File: src/rtl/preamble_pkg.sv
// preamble_pkg: shared states, sizes and IQ packing for the preamble sequencer
package preamble_pkg;
  localparam int STF_PERIOD = 16;
  localparam int LTF_SYM_LEN = 64;
  localparam logic [2:0] S_IDLE = 3'd0;
  localparam logic [2:0] S_STF = 3'd1;
  localparam logic [2:0] S_LTF_GI = 3'd2;
  localparam logic [2:0] S_LTF = 3'd3;
  localparam logic [2:0] S_DRAIN = 3'd4;
  typedef struct packed {
    logic [15:0] i;
    logic [15:0] q;
  } iq_t;
  // Sign-extend to 17 bits so the sum cannot overflow before the halving shift
  function automatic logic [15:0] half_sum(input logic [15:0] a, input logic [15:0] b);
    return 16'(({a[15], a} + {b[15], b}) >> 1);
  endfunction
endpackage

File: src/rtl/preamble_seq_if.sv
// preamble_seq_if: control, ROM address/data and sample stream bundle of the preamble sequencer
interface preamble_seq_if;
  logic start;
  logic abort;
  logic [3:0] stf_addr;
  logic [31:0] stf_data;
  logic [5:0] ltf_addr;
  logic [31:0] ltf_data;
  logic [31:0] sample_out;
  logic sample_valid;
  logic sample_ready;
  logic busy;
  logic done;
  logic [8:0] sample_cnt;
  modport master (
    input start, abort, stf_data, ltf_data, sample_ready,
    output stf_addr, ltf_addr, sample_out, sample_valid, busy, done, sample_cnt
  );
  modport slave (
    output start, abort, stf_data, ltf_data, sample_ready,
    input stf_addr, ltf_addr, sample_out, sample_valid, busy, done, sample_cnt
  );
endinterface

File: src/rtl/preamble_seq_win.sv
// preamble_win: per-component (a+b)>>>1 of two packed IQ words for preamble edge windowing
module preamble_win
  import preamble_pkg::*;
(
  input  iq_t a,
  input  iq_t b,
  output iq_t y
);
  assign y.i = half_sum(a.i, b.i);
  assign y.q = half_sum(a.q, b.q);
endmodule

File: src/rtl/preamble_seq.sv
// preamble_seq: 802.11a/g L-STF/L-LTF preamble sequencer; PREAMBLE_WINDOW_EN adds boundary windowing
module preamble_seq
  import preamble_pkg::*;
#(
  parameter int STF_REPS = 10,
  parameter int LTF_GI_LEN = 32,
  parameter int LTF_SYMS = 2
) (
  input logic clk,
  input logic rstn,
  preamble_seq_if.master bus
);
  localparam int STF_N = STF_PERIOD * STF_REPS;
  localparam int LTF_BASE = STF_N + LTF_GI_LEN;
  localparam int N_TOT = LTF_BASE + LTF_SYM_LEN * LTF_SYMS;
  if (STF_REPS < 1 || STF_REPS > 15 || LTF_GI_LEN < 1 || LTF_GI_LEN > 64 ||
      LTF_SYMS < 1 || LTF_SYMS > 3) begin : g_param_err
    $error("preamble_seq: parameter out of range");
  end
  logic [2:0] state_q, state_d;
  logic [8:0] nidx_q, nidx_d, cnt_q, cnt_d;
  logic [31:0] sample_q, sample_d, raw, word;
  logic valid_q, valid_d, busy_q, busy_d, ld, in_stf;
  // nidx_q is the index of the next sample to load; ROM addresses derive from it
  assign in_stf = state_q == S_IDLE || state_q == S_STF;
  assign ld = !valid_q || bus.sample_ready;
  assign bus.stf_addr = in_stf ? nidx_q[3:0] : '0;
  assign bus.ltf_addr = (state_q == S_LTF_GI || state_q == S_LTF) ? 6'(nidx_q - 9'(LTF_BASE)) : '0;
  assign raw = in_stf ? bus.stf_data : bus.ltf_data;
`ifdef PREAMBLE_WINDOW_EN
  iq_t win, ltf_w;
  assign ltf_w = (nidx_q == '0) ? '0 : bus.ltf_data;
  preamble_win u_win (.a(bus.stf_data), .b(ltf_w), .y(win));
  assign word = (nidx_q == '0 || nidx_q == 9'(STF_N)) ? win : raw;
`else
  assign word = raw;
`endif
  always_comb begin
    state_d = state_q;
    nidx_d = nidx_q;
    cnt_d = cnt_q;
    sample_d = sample_q;
    valid_d = valid_q;
    busy_d = busy_q;
    if (bus.abort || (state_q == S_DRAIN && bus.sample_ready)) begin
      state_d = S_IDLE;
      nidx_d = '0;
      cnt_d = '0;
      valid_d = 1'b0;
      busy_d = 1'b0;
    end else if (ld && state_q != S_DRAIN && (state_q != S_IDLE || bus.start)) begin
      sample_d = word;
      valid_d = 1'b1;
      busy_d = 1'b1;
      cnt_d = nidx_q;
      nidx_d = nidx_q + 9'd1;
      state_d = (state_q == S_IDLE) ? S_STF :
                (state_q == S_STF) ? (nidx_q == 9'(STF_N - 1) ? S_LTF_GI : S_STF) :
                (state_q == S_LTF_GI) ? (nidx_q == 9'(LTF_BASE - 1) ? S_LTF : S_LTF_GI) :
                (nidx_q == 9'(N_TOT - 1) ? S_DRAIN : S_LTF);
    end
  end
  always_ff @(posedge clk or negedge rstn) begin
    if (!rstn) begin
      state_q <= S_IDLE;
      nidx_q <= '0;
      cnt_q <= '0;
      sample_q <= '0;
      valid_q <= 1'b0;
      busy_q <= 1'b0;
    end else begin
      state_q <= state_d;
      nidx_q <= nidx_d;
      cnt_q <= cnt_d;
      sample_q <= sample_d;
      valid_q <= valid_d;
      busy_q <= busy_d;
    end
  end
  assign bus.sample_out = sample_q;
  assign bus.sample_valid = valid_q;
  assign bus.busy = busy_q;
  assign bus.sample_cnt = cnt_q;
  assign bus.done = state_q == S_DRAIN && bus.sample_ready && !bus.abort;
endmodule
File: src/flat_wrapper.sv
// flat-port wrapper written by rule: the top's interface ports become plain ports
module preamble_seq_flat import preamble_pkg::*;
#(
  parameter int STF_REPS = 10,
  parameter int LTF_GI_LEN = 32,
  parameter int LTF_SYMS = 2
)
  (clk, rstn, bus_start, bus_abort, bus_stf_data, bus_ltf_data, bus_sample_ready, bus_stf_addr, bus_ltf_addr, bus_sample_out, bus_sample_valid, bus_busy, bus_done, bus_sample_cnt);
  preamble_seq_if bus_i ();
  input logic clk;
  input logic rstn;
  input wire logic [$bits(bus_i.start)-1:0] bus_start;
  input wire logic [$bits(bus_i.abort)-1:0] bus_abort;
  input wire logic [$bits(bus_i.stf_data)-1:0] bus_stf_data;
  input wire logic [$bits(bus_i.ltf_data)-1:0] bus_ltf_data;
  input wire logic [$bits(bus_i.sample_ready)-1:0] bus_sample_ready;
  output wire logic [$bits(bus_i.stf_addr)-1:0] bus_stf_addr;
  output wire logic [$bits(bus_i.ltf_addr)-1:0] bus_ltf_addr;
  output wire logic [$bits(bus_i.sample_out)-1:0] bus_sample_out;
  output wire logic [$bits(bus_i.sample_valid)-1:0] bus_sample_valid;
  output wire logic [$bits(bus_i.busy)-1:0] bus_busy;
  output wire logic [$bits(bus_i.done)-1:0] bus_done;
  output wire logic [$bits(bus_i.sample_cnt)-1:0] bus_sample_cnt;
  assign bus_i.start = bus_start;
  assign bus_i.abort = bus_abort;
  assign bus_i.stf_data = bus_stf_data;
  assign bus_i.ltf_data = bus_ltf_data;
  assign bus_i.sample_ready = bus_sample_ready;
  assign bus_stf_addr = bus_i.stf_addr;
  assign bus_ltf_addr = bus_i.ltf_addr;
  assign bus_sample_out = bus_i.sample_out;
  assign bus_sample_valid = bus_i.sample_valid;
  assign bus_busy = bus_i.busy;
  assign bus_done = bus_i.done;
  assign bus_sample_cnt = bus_i.sample_cnt;
  preamble_seq #(.STF_REPS(STF_REPS), .LTF_GI_LEN(LTF_GI_LEN), .LTF_SYMS(LTF_SYMS)) u_core (.clk(clk), .rstn(rstn), .bus(bus_i));
endmodule
File: config.mk
export PLATFORM = sky130hd
export DESIGN_NAME = preamble_seq_flat
export DESIGN_NICKNAME = d
export VERILOG_FILES = /design/src/rtl/preamble_pkg.sv /design/src/rtl/preamble_seq_if.sv /design/src/rtl/preamble_seq_win.sv /design/src/rtl/preamble_seq.sv /design/src/flat_wrapper.sv
export SDC_FILE = /design/constraint.sdc
export NUM_CORES = 1
export LEC_CHECK = 0
export ABC_CLOCK_PERIOD_IN_PS = 1450
export CAP_MARGIN = 10
export CORE_ASPECT_RATIO = 1.1
export CORE_MARGIN = 2
export CORE_UTILIZATION = 38
export CTS_CLUSTER_SIZE = 10
export DETAILED_ROUTE_END_ITERATION = 8
export GPL_ROUTABILITY_DRIVEN = 0
export GPL_TIMING_DRIVEN = 0
export PLACE_DENSITY_LB_ADDON = 0.05
export SLEW_MARGIN = 30
export SYNTH_ARGS = -nofsm -noshare
export SYNTH_HDL_FRONTEND = slang
export SYNTH_SLANG_ARGS = --single-unit
File: constraint.sdc
create_clock -name clk -period 1.45 [get_ports clk]
set_input_delay 0.145 -clock clk [delete_from_list [all_inputs] [get_ports clk]]
set_output_delay 0.145 -clock clk [all_outputs]
set_load 0.005 [all_outputs]
==> Word level (Yosys, flattened, before mapping) <==
Cells that the tools add are included.
{ "word_totals": {"reg_bits": 54, "inputBits": 69, "output_inout_bits": 54, "word_cells": 48} }
{ "op_classes": {"n_addsub": 2, "n_eq_ne": 8, "n_mux": 17, "bitwise": 1, "n_reduce_logical": 15} }
{ "ops": {"columns": ["operator", "n"], "rows": [
  ["9-bit 2-to-1 mux", 4],
  ["32-bit 2-to-1 mux", 1],
  ["9-bit by 8-bit equality test with 1-bit output (second input constant)", 2],
  ["3-bit 2-to-1 mux", 6],
  ["9-bit by 1-bit adder with 9-bit output (second input constant)", 1],
  ["9-bit equality test (second input constant)", 1],
  ["3-bit by 2-bit equality test with 1-bit output (second input constant)", 2],
  ["6-bit 2-to-1 mux", 1],
  ["6-bit by 1-bit subtractor with 6-bit output (second input constant)", 1],
  ["1-bit logical OR", 5],
  ["1-bit logical AND", 4],
  ["4-bit 2-to-1 mux", 1],
  ["3-bit by 1-bit equality test with 1-bit output (second input constant)", 1],
  ["3-bit equality test (second input constant)", 1],
  ["3-bit logical NOT", 1],
  ["1-bit 2-to-1 mux", 3],
  ["3-bit inequality test (second input constant)", 1],
  ["3-bit nonzero test", 1],
  ["1-bit logical NOT", 2],
  ["2-bit 2-to-1 mux", 1],
  ["2-bit AND reduction", 1],
  ["2-bit nonzero test", 1],
  ["1-bit inverter", 1]
]} }

==> Logic depth before layout (Yosys ltp) <==
{ "depth": {"word_depth": 7, "depth_mapped": 7, "ltp_nobuf": 5} }

==> Least setup slack after synthesis <==
No wires, ideal clock.
{ "synth_timing": {"path_type": "register to register", "from": "register u_core.nidx_q[0]", "to": "register u_core.nidx_q[8]", "setup_ns": 0.078, "arrival_ns": 1.530, "t_required_ns": 1.372, "path_slack_ns": -0.158, "path_stages_with_launch": 6, "n_path_buf": 0, "period_less_slack_ns": 1.608, "path_cell_list": "dfrtp_1 -> ha_1 -> and4_1 -> nand2_1 -> or4_1 -> a21oi_1"} }
{ "synth_via": {"elab_chain_len": 3} }
{ "synth_rtl": {"columns": ["item", "line_no", "source"], "rows": [
  ["start, declared", "preamble_seq.sv:21", "logic [8:0] nidx_q, nidx_d, cnt_q, cnt_d;"],
  ["start signal, assigned", "preamble_seq.sv:73", "nidx_q <= nidx_d;"],
  ["9-bit by 1-bit adder with 9-bit output", "preamble_seq.sv:56", "nidx_d = nidx_q + 9'd1;"],
  ["9-bit 2-to-1 mux", "preamble_seq.sv:51", "end else if (ld && state_q != S_DRAIN && (state_q != S_IDLE || bus.start)) begin"],
  ["9-bit 2-to-1 mux", "preamble_seq.sv:45", "if (bus.abort || (state_q == S_DRAIN && bus.sample_ready)) begin"]
]} }
Every way passes these cells. The select of a mux whose other input is x is not followed.
A chain may end at the register's enable or synchronous reset.

==> Final worst setup path <==
{ "layout_timing": {"from": "register u_core.state_q[2]", "to": "register u_core.sample_q[26] (netlist: u_core.bus.sample_out[26])"} }
{ "layout_via": {"elab_chain_len": 5, "word_cells_on_any_way": 14, "classes_between": "3 x eq/ne; 1 x mux; 1 x bitwise; 9 x reduce/logical"} }
{ "layout_rtl": {"columns": ["item", "line_no", "source"], "rows": [
  ["start, declared", "preamble_seq.sv:20", "logic [2:0] state_q, state_d;"],
  ["start signal, assigned", "preamble_seq.sv:72", "state_q <= state_d;"],
  ["3-bit equality test", "preamble_seq.sv:45", null],
  ["1-bit logical AND", "preamble_seq.sv:45", null],
  ["1-bit logical OR", "preamble_seq.sv:45", null],
  ["1-bit inverter (no source line)", null, null],
  ["2-bit AND reduction (no source line)", null, null],
  ["end signal, assigned", "preamble_seq.sv:75", "sample_q <= sample_d;"],
  ["end, declared", "preamble_seq.sv:22", "logic [31:0] sample_q, sample_d, raw, word;"]
]} }
Several ways; a longest one is shown, not always the timed one.

==> summary.txt <==
Global route
  – GR Util All Layers: 20.55%
  – Initial antenna violation count: 0
  – GR Overflow Total: 0
  – Pin count of the biggest net entering global routing: 36
  – First-pass GRT wire length: 12.81 mm
  – Vias in the first global route: 2639

Clock tree
  – Clock Latency Late Sink: 320 ps
  – H-tree depth: 2
  – CTS Sinks: 54
  – CTS clock-pin slew for the worst setup and hold paths: 100 ps
  – TritonCTS clock tree: yes
  – CTS Buf Count: 5
  – Max clock buf depth: 2
  – Clock tree root driver cell: clkbuf_8

Floorplanning
  – Initial Utilization: 39.06%
  – Core area: 6967 um2
  – Die Ht: 92.76 um
  – Die W: 84.69 um
  – Rows: 32
  – Die area: 7855 um2
  – IO Pins: 123

Logic synthesis
  – Gate Count Post-Synth: 276
  – Post-synthesis register bit count: 54
  – Synthesized cell area: 2721 um2
  – Synth unique cells: 42
  – Mapped Nets: 346
  – Synth area leaders: dfrtp_1 (50%), mux2i_1 (12%), a21oi_1 (8.6%)
  – Seq/Total Area, Yosys: 49.66%
  – Post-synth EDFFs: 0
  – Most used flip-flop cell after synthesis: dfrtp_1
  – Synth Warn #: 0
  – Share of the synthesized area in the top cell type: 49.66%
  – Synth async-reset ratio: 100.0%
  – Largest area contributor in the netlist: dfrtp_1
  – Avg Cell Area, Syn: 9.860 um2

Status
  – Failing checks: setup timing
  – Status: complete, but fails checks

Critical path
  – Slowest stage cell, crit path: dfrtp_2
  – Most frequent CP cell: buf_6
  – CP arrival: 2080 ps
  – CP max FO: 6
  – Cell Chain, Critical Path: and4bb_2 -> buf_6 -> a2111oi_4 -> buf_6 -> buf_8 -> nor2_1 -> a21oi_1
  – CP startpoint kind: register
  – Required @ worst endpoint: 1690 ps
  – Setup crit end kind: register
  – Worst path top cell family by delay: buffers and inverters
  – CP bufs+invs: 3
  – Critical path type: register to register
  – Max incr delay on CP: 460 ps

Timing
  – Max Clock Skew: 8.864 ps
  – Period minus WS final: 1837 ps
  – Final hold violations: 0
  – Setup violators final: 65
  – Setup slack after layout: -387.3 ps
  – Slew margin rel.: 69.45%
  – Fmax: 0.5443 GHz
  – Final worst path period share: 126.7%
  – Slew Limit Fails: 0
  – RSZ-0062 raised after global routing: yes
  – Least-Margin Pin Slew: 458.2 ps

Run
  – Max Cap Viol: 0

Pwr
  – Pwr dens: 911.9 nW/um2
  – P_leak: 1.908 nW
  – Peak supply drop: 0.0006812 V
  – Pwr Total: 4.527 mW

Route
  – Routed Wire Length: 8.657 mm
  – Remaining antenna violation count after routing: 0
  – Via density: 5.081
  – # DRC: 0
  – Routed len/inst: 16.33 um
  – Total number of vias: 2693
  – Iter 0 DRT Violations: 104
  – DRT Pass-1 Iters: 5

Placed design
  – DP Wirelength: 5.337 mm
  – Post-place setup slack: -444.9 ps
  – I/O Buffers: 122

Final layout
  – Fin nets: 514
  – Final core utilization: 71.26%
  – P&R area growth vs syn: 82.44%
  – # diodes: 0
  – Filler cells: 536
  – Share of cells above drive strength 1: 33.26%

Worst hold path
  – Worst min path class: input port to async pin
## layout make-up
type	instances	area (um2)	area share, %
flip-flops and latches	54	1355	27.29
clock inverters	3	40.04	0.8065
clock buffers	5	68.82	1.386
repair buffers	164	1635	32.94
plain buffers	18	191.4	3.856
inverters	6	22.52	0.4536
well taps	85	106.4	2.142
multi-input cells	195	1545	31.12
## power breakdown
part,internal [mW],switching (mW)
Clock,0.509,0.516
Sequential,1.72,0.154
Combinational,0.990,0.640
Total,3.22,1.31
## state kept, by name (all words and copies together), names as in the netlist
name / count
u_core.bus.sample_cnt: 9
u_core.bus.sample_out: 32
u_core.bus.sample_valid: 1
u_core.nidx_q: 9
u_core.state_q: 3
## kinds of logic after synthesis
family / after synthesis / synth area share (%)
AO/OA/AOI/OAI: 66 / 15.45
buffers and inverters: 27 / 5.241
AND/OR/NAND/NOR: 90 / 15.49
adder cells (fa/ha/maj): 1 / 0.4597
flip-flops: 54 / 49.66
XOR/XNOR: 6 / 1.931
multiplexers: 32 / 11.77
## Yosys cell counts, types with 2 or more instances
library cell / instances
nor2b_1: 2
clkbuf_1: 3
buf_4: 3
a21oi_1: 47
a31oi_1: 2
xnor2_1: 6
and2_1: 10
mux2i_1: 32
a2111oi_4: 2
inv_1: 6
a211oi_1: 4
nand2_1: 25
dfrtp_1: 54
or2_2: 2
nor2_1: 39
nand3_1: 2
buf_2: 11
buf_6: 2
## path summary, 6_finish.rpt
| check | start | endpoint | slack [ps] | cells past startpoint |
|---|---|---|---|---|
| setup / recovery | u_core.state_q[2]$_DFFE_PN0P_ | u_core.bus.sample_out[26]$_DFFE_PN0P_ | -390 | 7 |
| hold / removal | rstn | u_core.nidx_q[1]$_DFFE_PN0P_ | 240 | 2 |
| setup reg to reg | u_core.state_q[2]$_DFFE_PN0P_ | u_core.bus.sample_out[26]$_DFFE_PN0P_ | -390 | 7 |
| hold reg to reg | u_core.bus.sample_out[4]$_DFFE_PN0P_ | u_core.bus.sample_out[4]$_DFFE_PN0P_ | 530 | 2 |
| max in group asynchronous | rstn | u_core.state_q[2]$_DFFE_PN0P_ | 720 | 3 |
| min in group clk | bus_stf_data[30] | u_core.bus.sample_out[30]$_DFFE_PN0P_ | 450 | 3 |
## cells in the final DEF (no fill, tap or decap), types with 8 or more instances in the layout
cell               n
nor2_4            11
dfrtp_1           51
a21oi_1           18
and2_1            10
buf_6             19
nand2_1           24
mux2i_1           32
a21oi_2           28
nor2_2             8
buf_4             30
clkdlybuf4s50_1  111
nor2_1            21
## layer usage
layer  GRT usage, %  up-vias  part of all wire, %
met5              0        -                    0
met4          6.349        0                  1.3
met3          5.882       10                  5.3
met2          36.09       76                   54
met1          24.21     1318                   40
li1               -     1289                    -
## repair_timing
action | 4_1_cts | 5_1_grt
setup buffers | 26 | 8
endpoints found under the hold margin | 19 | 0
hold buffers | 1 | 0
gates cloned | 4 | 2
pin swaps | 18 | 9
resized for setup | 82 | 73
endpoints found under the setup margin | 66 | 66
## through the flow
stage / hold WS (ps) / TNS [ps] / instances / cell area (um2)
2_1_floorplan: -150.6 / -3372 / 276 / 2744
3_3_place_gp: 504.8 / -102900 / 483 / 4071
3_5_place_dp: 48.60 / -22420 / 484 / 4089
4_1_cts: 253.0 / -11620 / 521 / 4608
5_1_grt: 268.6 / -20470 / 530 / 4965
6_report: 237.3 / -16440 / 530 / 4965
No activity file was read; power rests on OpenSTA's default activity.
